<file path="src/rtl/sub16_nibble_serial.sv">
// sub16_nibble_serial: 16-bit subtractor (a - b - bin), one 4-bit nibble per clock.
// Each nibble is a 4-bit borrow-lookahead group; the carry ripples between nibbles through a register.
// Latency: start sampled at E0, done pulses for one cycle after E4. Issue rate is one operation per 6 cycles.
// Backpressure: none. start is only sampled in IDLE, and a start in RUN or DONE is dropped (no queuing).
//
// Ports:
//   clk, rst_n      clock (rising edge); asynchronous active-low reset
//   start           request, accepted only in IDLE
//   a, b, bin       minuend, subtrahend, borrow-in (captured on accept)
//   busy            high while in RUN
//   done            one-cycle pulse, result valid
//   diff            a - b - bin mod 2^16, held until the next accepted op
//   bout            borrow out
//   ovf             signed overflow (only when SUB16_OVF_FLAG_EN is defined)
//
// Build option: define SUB16_OVF_FLAG_EN to add the ovf port and its logic.
module sub16_nibble_serial (
  input  logic        clk,
  input  logic        rst_n,
  input  logic        start,
  input  logic [15:0] a,
  input  logic [15:0] b,
  input  logic        bin,
  output logic        busy,
  output logic        done,
  output logic [15:0] diff,
  output logic        bout
`ifdef SUB16_OVF_FLAG_EN
  ,
  output logic        ovf
`endif
);

  localparam logic [1:0] ST_IDLE = 2'd0;
  localparam logic [1:0] ST_RUN  = 2'd1;
  localparam logic [1:0] ST_DONE = 2'd2;

  logic [1:0]  state_q, state_d;
  logic [1:0]  idx_q, idx_d;
  logic [15:0] a_q, a_d;
  logic [15:0] b_q, b_d;
  logic        carry_q, carry_d;
  logic [15:0] diff_q, diff_d;
  logic        bout_q, bout_d;

  // Nibble datapath: a + ~b + carry, where carry is the inverted borrow.
  logic [3:0] nib_x, nib_y;
  logic [3:0] nib_p, nib_g;
  logic [3:0] nib_c;
  logic [3:0] nib_sum;
  logic       grp_p, grp_g, grp_cout;

  always_comb begin
    nib_x = a_q[{idx_q, 2'b00} +: 4];
    nib_y = ~b_q[{idx_q, 2'b00} +: 4];
    nib_g = nib_x & nib_y;
    nib_p = nib_x ^ nib_y;
    // Internal bit carries, flattened so they all come straight from carry_q.
    nib_c[0] = carry_q;
    nib_c[1] = nib_g[0] | (nib_p[0] & carry_q);
    nib_c[2] = nib_g[1] | (nib_p[1] & nib_g[0]) | (nib_p[1] & nib_p[0] & carry_q);
    nib_c[3] = nib_g[2] | (nib_p[2] & nib_g[1]) | (nib_p[2] & nib_p[1] & nib_g[0])
             | (nib_p[2] & nib_p[1] & nib_p[0] & carry_q);
    nib_sum  = nib_p ^ nib_c;
    grp_p    = &nib_p;
    grp_g    = nib_g[3] | (nib_p[3] & nib_g[2]) | (nib_p[3] & nib_p[2] & nib_g[1])
             | (nib_p[3] & nib_p[2] & nib_p[1] & nib_g[0]);
    grp_cout = grp_g | (grp_p & carry_q);
  end

`ifdef SUB16_OVF_FLAG_EN
  logic ovf_q, ovf_d;
`endif

  always_comb begin
    state_d = state_q;
    idx_d   = idx_q;
    a_d     = a_q;
    b_d     = b_q;
    carry_d = carry_q;
    diff_d  = diff_q;
    bout_d  = bout_q;
`ifdef SUB16_OVF_FLAG_EN
    ovf_d   = ovf_q;
`endif
    case (state_q)
      ST_IDLE: begin
        if (start) begin
          a_d     = a;
          b_d     = b;
          carry_d = ~bin;
          idx_d   = 2'd0;
          state_d = ST_RUN;
        end
      end
      ST_RUN: begin
        diff_d[{idx_q, 2'b00} +: 4] = nib_sum;
        carry_d = grp_cout;
        idx_d   = idx_q + 2'd1;
        if (idx_q == 2'd3) begin
          state_d = ST_DONE;
          bout_d  = ~grp_cout;
`ifdef SUB16_OVF_FLAG_EN
          // nib_sum[3] is the new diff[15] being written this cycle.
          ovf_d   = (a_q[15] ^ b_q[15]) & (a_q[15] ^ nib_sum[3]);
`endif
        end
      end
      ST_DONE: begin
        state_d = ST_IDLE;
      end
      default: begin
        state_d = ST_IDLE;
      end
    endcase
  end

  always_ff @(posedge clk or negedge rst_n) begin
    if (!rst_n) begin
      state_q <= ST_IDLE;
      idx_q   <= 2'd0;
      a_q     <= 16'd0;
      b_q     <= 16'd0;
      carry_q <= 1'b0;
      diff_q  <= 16'd0;
      bout_q  <= 1'b0;
    end else begin
      state_q <= state_d;
      idx_q   <= idx_d;
      a_q     <= a_d;
      b_q     <= b_d;
      carry_q <= carry_d;
      diff_q  <= diff_d;
      bout_q  <= bout_d;
    end
  end

`ifdef SUB16_OVF_FLAG_EN
  always_ff @(posedge clk or negedge rst_n) begin
    if (!rst_n) begin
      ovf_q <= 1'b0;
    end else begin
      ovf_q <= ovf_d;
    end
  end

  assign ovf = ovf_q;
`endif

  assign busy = (state_q == ST_RUN);
  assign done = (state_q == ST_DONE);
  assign diff = diff_q;
  assign bout = bout_q;

endmodule

</file>
<file path="config.mk">
export PLATFORM = sky130hd
export DESIGN_NAME = sub16_nibble_serial
export DESIGN_NICKNAME = d
export VERILOG_FILES = /design/src/rtl/sub16_nibble_serial.sv
export SDC_FILE = /design/constraint.sdc
export NUM_CORES = 1
export LEC_CHECK = 0
export ABC_AREA = 1
export BUFFER_PORTS_ARGS = -buffer_cell sky130_fd_sc_hd__buf_2
export CORE_AREA = 3 3 74 76
export CTS_BUF_LIST = sky130_fd_sc_hd__clkbuf_8
export DETAILED_ROUTE_END_ITERATION = 16
export DIE_AREA = 0 0 77 79
export GPL_ROUTABILITY_DRIVEN = 0
export GPL_TIMING_DRIVEN = 1
export HOLD_SLACK_MARGIN = 0.05
export PLACE_DENSITY_LB_ADDON = 0.15
export SYNTH_ARGS = -nofsm -noshare
export SYNTH_HDL_FRONTEND = slang
export SYNTH_SLANG_ARGS = --single-unit
export TNS_END_PERCENT = 1
</file>
<file path="constraint.sdc">
create_clock -name clk -period 2.89 [get_ports clk]
set_input_delay 0.867 -clock clk [delete_from_list [all_inputs] [get_ports clk]]
set_output_delay 0.867 -clock clk [all_outputs]
set_load 0.05 [all_outputs]
</file>
== Word-level counts from Yosys, hierarchy flattened ==
Cells that the tools add are included.

* Bits in writable memories: 0
* Register bits after elaboration: 54
* Latch bits: 0
* ROM bits: 0
* Memories kept: 0

* Order comparisons: 0
* Bitwise operators: 31
* Div/mod/pow operators: 0
* Add/sub/neg operators: 2
* Mux-type cells: 8
* Multipliers: 0
* Shift operators: 4
* Reduce and logical (&&, ||, !) cells: 7
* Equality and inequality tests: 5

{| class="wikitable"
|+ Operators by type and width
! kind !! count
|-
| $shiftx 16x5->4 || 2
|-
| $bwmux 16 || 1
|-
| $shift 4x6->16 const A || 1
|-
| $shiftx 4x6->16 || 1
|-
| $and 1x1->1 || 15
|-
| $or 1x1->1 || 10
|-
| $pmux 2 s2 || 2
|-
| $reduce_and 2->1 || 4
|-
| $xor 4x4->4 || 2
|-
| $mux 2 || 3
|-
| $neg 4->6 || 1
|-
| $and 4x4->4 || 1
|-
| $eq 2x2->1 const B || 2
|-
| $not 4->4 || 1
|-
| $reduce_and 4->1 || 1
|-
| $add 2x1->2 const B || 1
|-
| $eq 2x1->1 const B || 1
|-
| $logic_not 2->1 || 1
|-
| $ne 2x1->1 const B || 1
|-
| $ne 2x2->1 const B || 1
|-
| $not 1->1 || 2
|-
| $pmux 1 s2 || 1
|-
| $reduce_bool 2->1 || 1
|-
| $mux 1 || 1
|}

== Depth between registers and ports, before layout ==
* Word-level depth: 10
* Depth in mapped cells: 15
* Gate-level depth less buffers: 14

== Least setup slack after synthesis ==
OpenSTA, ideal clock, no wires.

* Path type: register to register
* From: register idx_q[0]
* To: register carry_q
* Path slack: 777 ps
* Buffers on the path: 2
* Arrival time: 1,990 ps
* Library setup time: 123 ps
* Stages on the path, launching flop included: 15
* Clock period less this slack: 2,113 ps
* Required time: 2,767 ps
* Path through: dfrtp_1 -> clkbuf_2 -> inv_2 -> buf_4 -> nand2_1 -> a32o_1 -> ha_1 -> nand2_1 -> nor2_1 -> nor2_1 -> nand2_1 -> nand2_1 -> nand2_1 -> o21ai_0 -> nand2_1

* Word-level cells in the longest chain between the ends: 9
* Elaborated cells between the ends (all ways): 17
* Those cells by class: shift: 2; mux: 1; bitwise: 13; reduce/logical: 1

{| class="wikitable"
|+ RTL lines
! element !! RTL line !! RTL
|-
| start, declared || 39 || <nowiki>logic [1:0] idx_q, idx_d;</nowiki>
|-
| start signal, assigned || 129 || <nowiki>idx_q <= idx_d;</nowiki>
|-
| $shiftx 16x5->4 || 55 || <nowiki>nib_y = ~b_q[{idx_q, 2'b00} +: 4];</nowiki>
|-
| $not 4->4 || 55 ||
|-
| $xor 4x4->4 / $and 4x4->4 (equally long branches) || 57, 56 ||
|-
| $and 1x1->1 (on tied branches) || 66, 67 ||
|-
| $or 1x1->1, or another cell as far along || 66 || <nowiki>grp_g = nib_g[3] | (nib_p[3] & nib_g[2]) | (nib_p[3] & nib_p[2] & nib_g[1])</nowiki>
|-
| $or 1x1->1 / $and 1x1->1 (equally long branches) || 66, 67 ||
|-
| $or 1x1->1 || 67 || <nowiki>| (nib_p[3] & nib_p[2] & nib_p[1] & nib_g[0]);</nowiki>
|-
| $or 1x1->1 * || 68 || <nowiki>grp_cout = grp_g | (grp_p & carry_q);</nowiki>
|-
| $pmux 1 s2 * || 86 || <nowiki>case (state_q)</nowiki>
|-
| end signal, assigned || 132 || <nowiki>carry_q <= carry_d;</nowiki>
|-
| end, declared || 42 || <nowiki>logic carry_q, carry_d;</nowiki>
|}

Mark *: on every way between the ends. The rest lies on a longest branch, timed or not.
A chain may end at the register's enable or synchronous reset.

== Final worst setup path ==
* From: register idx_q[1]
* To: register diff_q[7] (netlist: diff[7])

* Word-level cells in the longest chain between the ends: 10
* Elaborated cells between the ends (all ways): 25
* Those cells by class: add/sub: 1; shift: 4; mux: 1; bitwise: 19

{| class="wikitable"
|+ RTL lines
! element !! RTL line !! RTL
|-
| $shiftx 16x5->4 || 55 ||
|-
| $not 4->4 || 55 ||
|-
| $xor 4x4->4 / $and 4x4->4 (equally long branches) || 57, 56 ||
|-
| $and 1x1->1 (on tied branches) || 62, 63 ||
|-
| $or 1x1->1, or another cell as far along || 62 || <nowiki>nib_c[3] = nib_g[2] | (nib_p[2] & nib_g[1]) | (nib_p[2] & nib_p[1] & nib_g[0])</nowiki>
|-
| $or 1x1->1 / $and 1x1->1 (equally long branches) || 62, 63 ||
|-
| $or 1x1->1 || 63 || <nowiki>| (nib_p[2] & nib_p[1] & nib_p[0] & carry_q);</nowiki>
|-
| $xor 4x4->4 || 64 || <nowiki>nib_sum = nib_p ^ nib_c;</nowiki>
|-
| $shiftx 4x6->16 || 97 || <nowiki>diff_d[{idx_q, 2'b00} +: 4] = nib_sum;</nowiki>
|-
| $bwmux 16 * || 97 ||
|-
| end signal, assigned || 133 || <nowiki>diff_q <= diff_d;</nowiki>
|-
| end, declared || 43 || <nowiki>logic [15:0] diff_q, diff_d;</nowiki>
|}

Marks and branches as above.

==> results.cfg <==
[job]
cap_viol_max_count = 0

[timing]
slew_headroom_pct = 58.78
hold_violations = 0
worst_hold_slack_ns = 0.4838
max_freq_mhz = 414.0
slew_violations = 0
tns_ns = 0
rsz0062_at_grt = false
min_period_over_period_pct = 83.59
fin_crit_ns = 2.416
setup-violations-final = 0
clock_skew_ns = 0.002961
worstMarginPinSlew_ns = 0.6183

[grt]
grt_pass1_wl_um = 9356
antenna_found_initial = 0
grt-ovfl-total = 0
grt_max_degree = 35
globalRouteMet3Util_pct = 3.855
met1_usage_pct = 26.07
busiest_layer = met2
grtUsageTotal_pct = 19.37
use_met2_pct = 31.36
grt_pass1_vias = 2054

[detailed_routing]
drt_pass1_iterations = 4
detail-route-antenna-nets = 0
vias = 2192
drcViolationCount = 0
drt-wirelength-per-cell_um = 12.43
viasPerCell = 4.959
wl_um = 5492
dr.first_iter.drc_count = 135

[power_and_ir_drop]
total_power_mw = 3.975
ir_drop_uv = 525.0
p_leak_nw = 1.675
p_per_area_nw_per_um2 = 1307

[finish]
drive_above_1_share_pct = 20.53
seq_area_um2 = 1351
syn2layout_area_growth_pct = 15.33
n_antenna_cell = 0
fillers = 462
multi_input_area_um2 = 1134
fin_nets = 421

[yosys]
ys_seq_area_share_pct = 51.26
synthArstFlopShare_pct = 100.0
ys_ff_latch = 54
synthXorXnorAreaFrac_pct = 0.3322
yosys.area_share.simple_pct = 27.81
netlist_area_um2 = 2636
ys.flop_type = dfrtp_1
synth_top_family_by_area = simple AND/OR/NAND/NOR gates
synth_edf_count = 0
synth_cell_types = 28
synthAdderAreaFrac_pct = 5.505
netlist_instances = 321
synthMuxAreaShare_pct = 0
synth-compound-area-share_pct = 9.350
yosysWarnings = 0
postSynthAreaPerCell_um2 = 8.213
synth_fp_nets = 368

[hold_path]
min_to = diff[14]
hold_class = reg -> reg
holdPathStages = 2
min_from = diff[14]

[setup_path]
worstSetupEndpointType = flop
ff2ff_path_depth = 13
arrival_ns = 2.66
reg2reg_to = diff[7]
r2r_start = idx_q[1]
crit_start = idx_q[1]
worst_setup_path_start_kind = flop
rrSetupSlack_ns = 0.47
crit_required_ns = 3.14
crit_fanout = 16
path_class = reg -> reg

[floorplanning]
start_util_pct = 55.08
die_w_um = 77
rows = 25
ioPinCount = 55
die-area_um2 = 6083
die_height_um = 79
core_area_um2 = 4786

[cts]
clk_latency_ns = 0.30
cts.hold.buffers_added = 0
cts_resized = 0
clock-sinks = 54
post-cts-setup-buffers = 0
clock_path_buffers = 2
path_clk_slew_ns = 0.09
numCtsBuffers = 5
cts_tree = yes
cts_root_buffer = clkbuf_8
cts_max_level = 2

[placement]
hpwl_um = 4054
portBuffers = 54

[outcome]
run_status = complete, no violations
==> cell usage after synthesis, types with 2 or more instances <==
cell | number | area [µm²]
nand2_1 | 151 | 566.8
dfrtp_1 | 54 | 1351
o21ai_1 | 8 | 40.04
o31ai_1 | 3 | 22.52
a32oi_1 | 2 | 17.52
inv_2 | 6 | 22.52
inv_1 | 14 | 52.55
nor2_1 | 18 | 67.56
nor2_2 | 3 | 18.77
ha_1 | 10 | 125.1
buf_2 | 6 | 30.03
a32o_1 | 3 | 30.03
buf_6 | 3 | 33.78
a21oi_1 | 6 | 30.03
o22ai_1 | 3 | 18.77
nand3_1 | 4 | 20.02
o21ai_0 | 16 | 80.08
==> sequential cells by signal, indices dropped and copies added (netlist names) <==
name	flops
a_q	16
diff	16
carry_q	1
bout	1
idx_q	2
state_q	2
b_q	16
==> kinds of logic (layout without fill, tap and decap cells) <==
group                    count (synthesis)  count (layout)
AO/OA/AOI/OAI                           42              42
AND/OR/NAND/NOR                        182             182
XOR/XNOR                                 1               1
flip-flops                              54              54
adder cells (fa/ha/maj)                 11              11
buffers and inverters                   31              85
==> cell usage in the layout, fill, tap and decap left out, types with 2 or more instances in the layout <==
master and n:
a32oi_1 2, o31ai_1 3, a21oi_1 6, o21ai_0 16, ha_1 10, inv_1 15
buf_4 2, clkbuf_8 6, nand3_1 4, nor2_2 3, inv_2 6, o22ai_1 3
buf_2 54, dfrtp_1 54, a32o_1 3, o21ai_1 8, nand2_1 151, nor2_1 18
==> per-layer routing <==
metal / part of all wire (%) / wire (µm) / vias to the layer above
met3: 4.5 / 245 / 7
met2: 47 / 2589 / 49
li1: - / - / 1123
met5: 0 / 0 / -
met4: 1.4 / 79 / 0
met1: 47 / 2577 / 1013
==> report_power, final <==
part / switching [mW] / leakage, nW / total, mW / internal [mW]
clock network: 0.235 / 0.0524 / 0.425 / 0.190
registers: 0.200 / 0.687 / 1.28 / 1.08
logic: 1.56 / 0.936 / 2.27 / 0.708
==> how the worst max path moves through the flow <==
stage,slack (ns),to
floorplan,0.78,carry_q
global placement,0.63,carry_q
detailed placement,0.52,carry_q
CTS,0.51,diff[7]
global route,0.18,diff[15]
finish,0.47,diff[7]
==> per-stage QoR <==
| stage | area [µm²] | worst slack (ns) | std cells | util (%) |
|---|---|---|---|---|
| floorplan | 2636 | 0.7768 | 321 | - |
| finish | 3040 | 0.4743 | 442 | 63.53 |
| global route | 3040 | 0.1805 | 442 | 63.53 |
| global placement | 2949 | 0.6302 | 434 | 61.62 |
| detailed placement | 2949 | 0.5235 | 434 | 61.62 |
| CTS | 3040 | 0.5084 | 442 | 63.53 |
==> cell type report <==
cell class	instances	area share (%)
sequential	54	44.44
clock buffer	6	2.716
clock inverter	2	0.2881
multi-input combinational	236	37.28
inverter	20	2.469
timing repair buffer	57	10.04
tap	67	2.757
==> critical path, stage by stage, from the launching register on <==
cell,delay [ns]
dfrtp_1,0.47
inv_1,0.39
a21oi_1,0.08
a32o_1,0.23
ha_1,0.34
nand2_1,0.09
nand2_1,0.04
nor2_1,0.14
nand2_1,0.08
nand2_1,0.13
nand3_1,0.11
nor2_1,0.15
nand2_1,0.07
nand2_1,0.05
No activity file was read; power rests on OpenSTA's default activity.
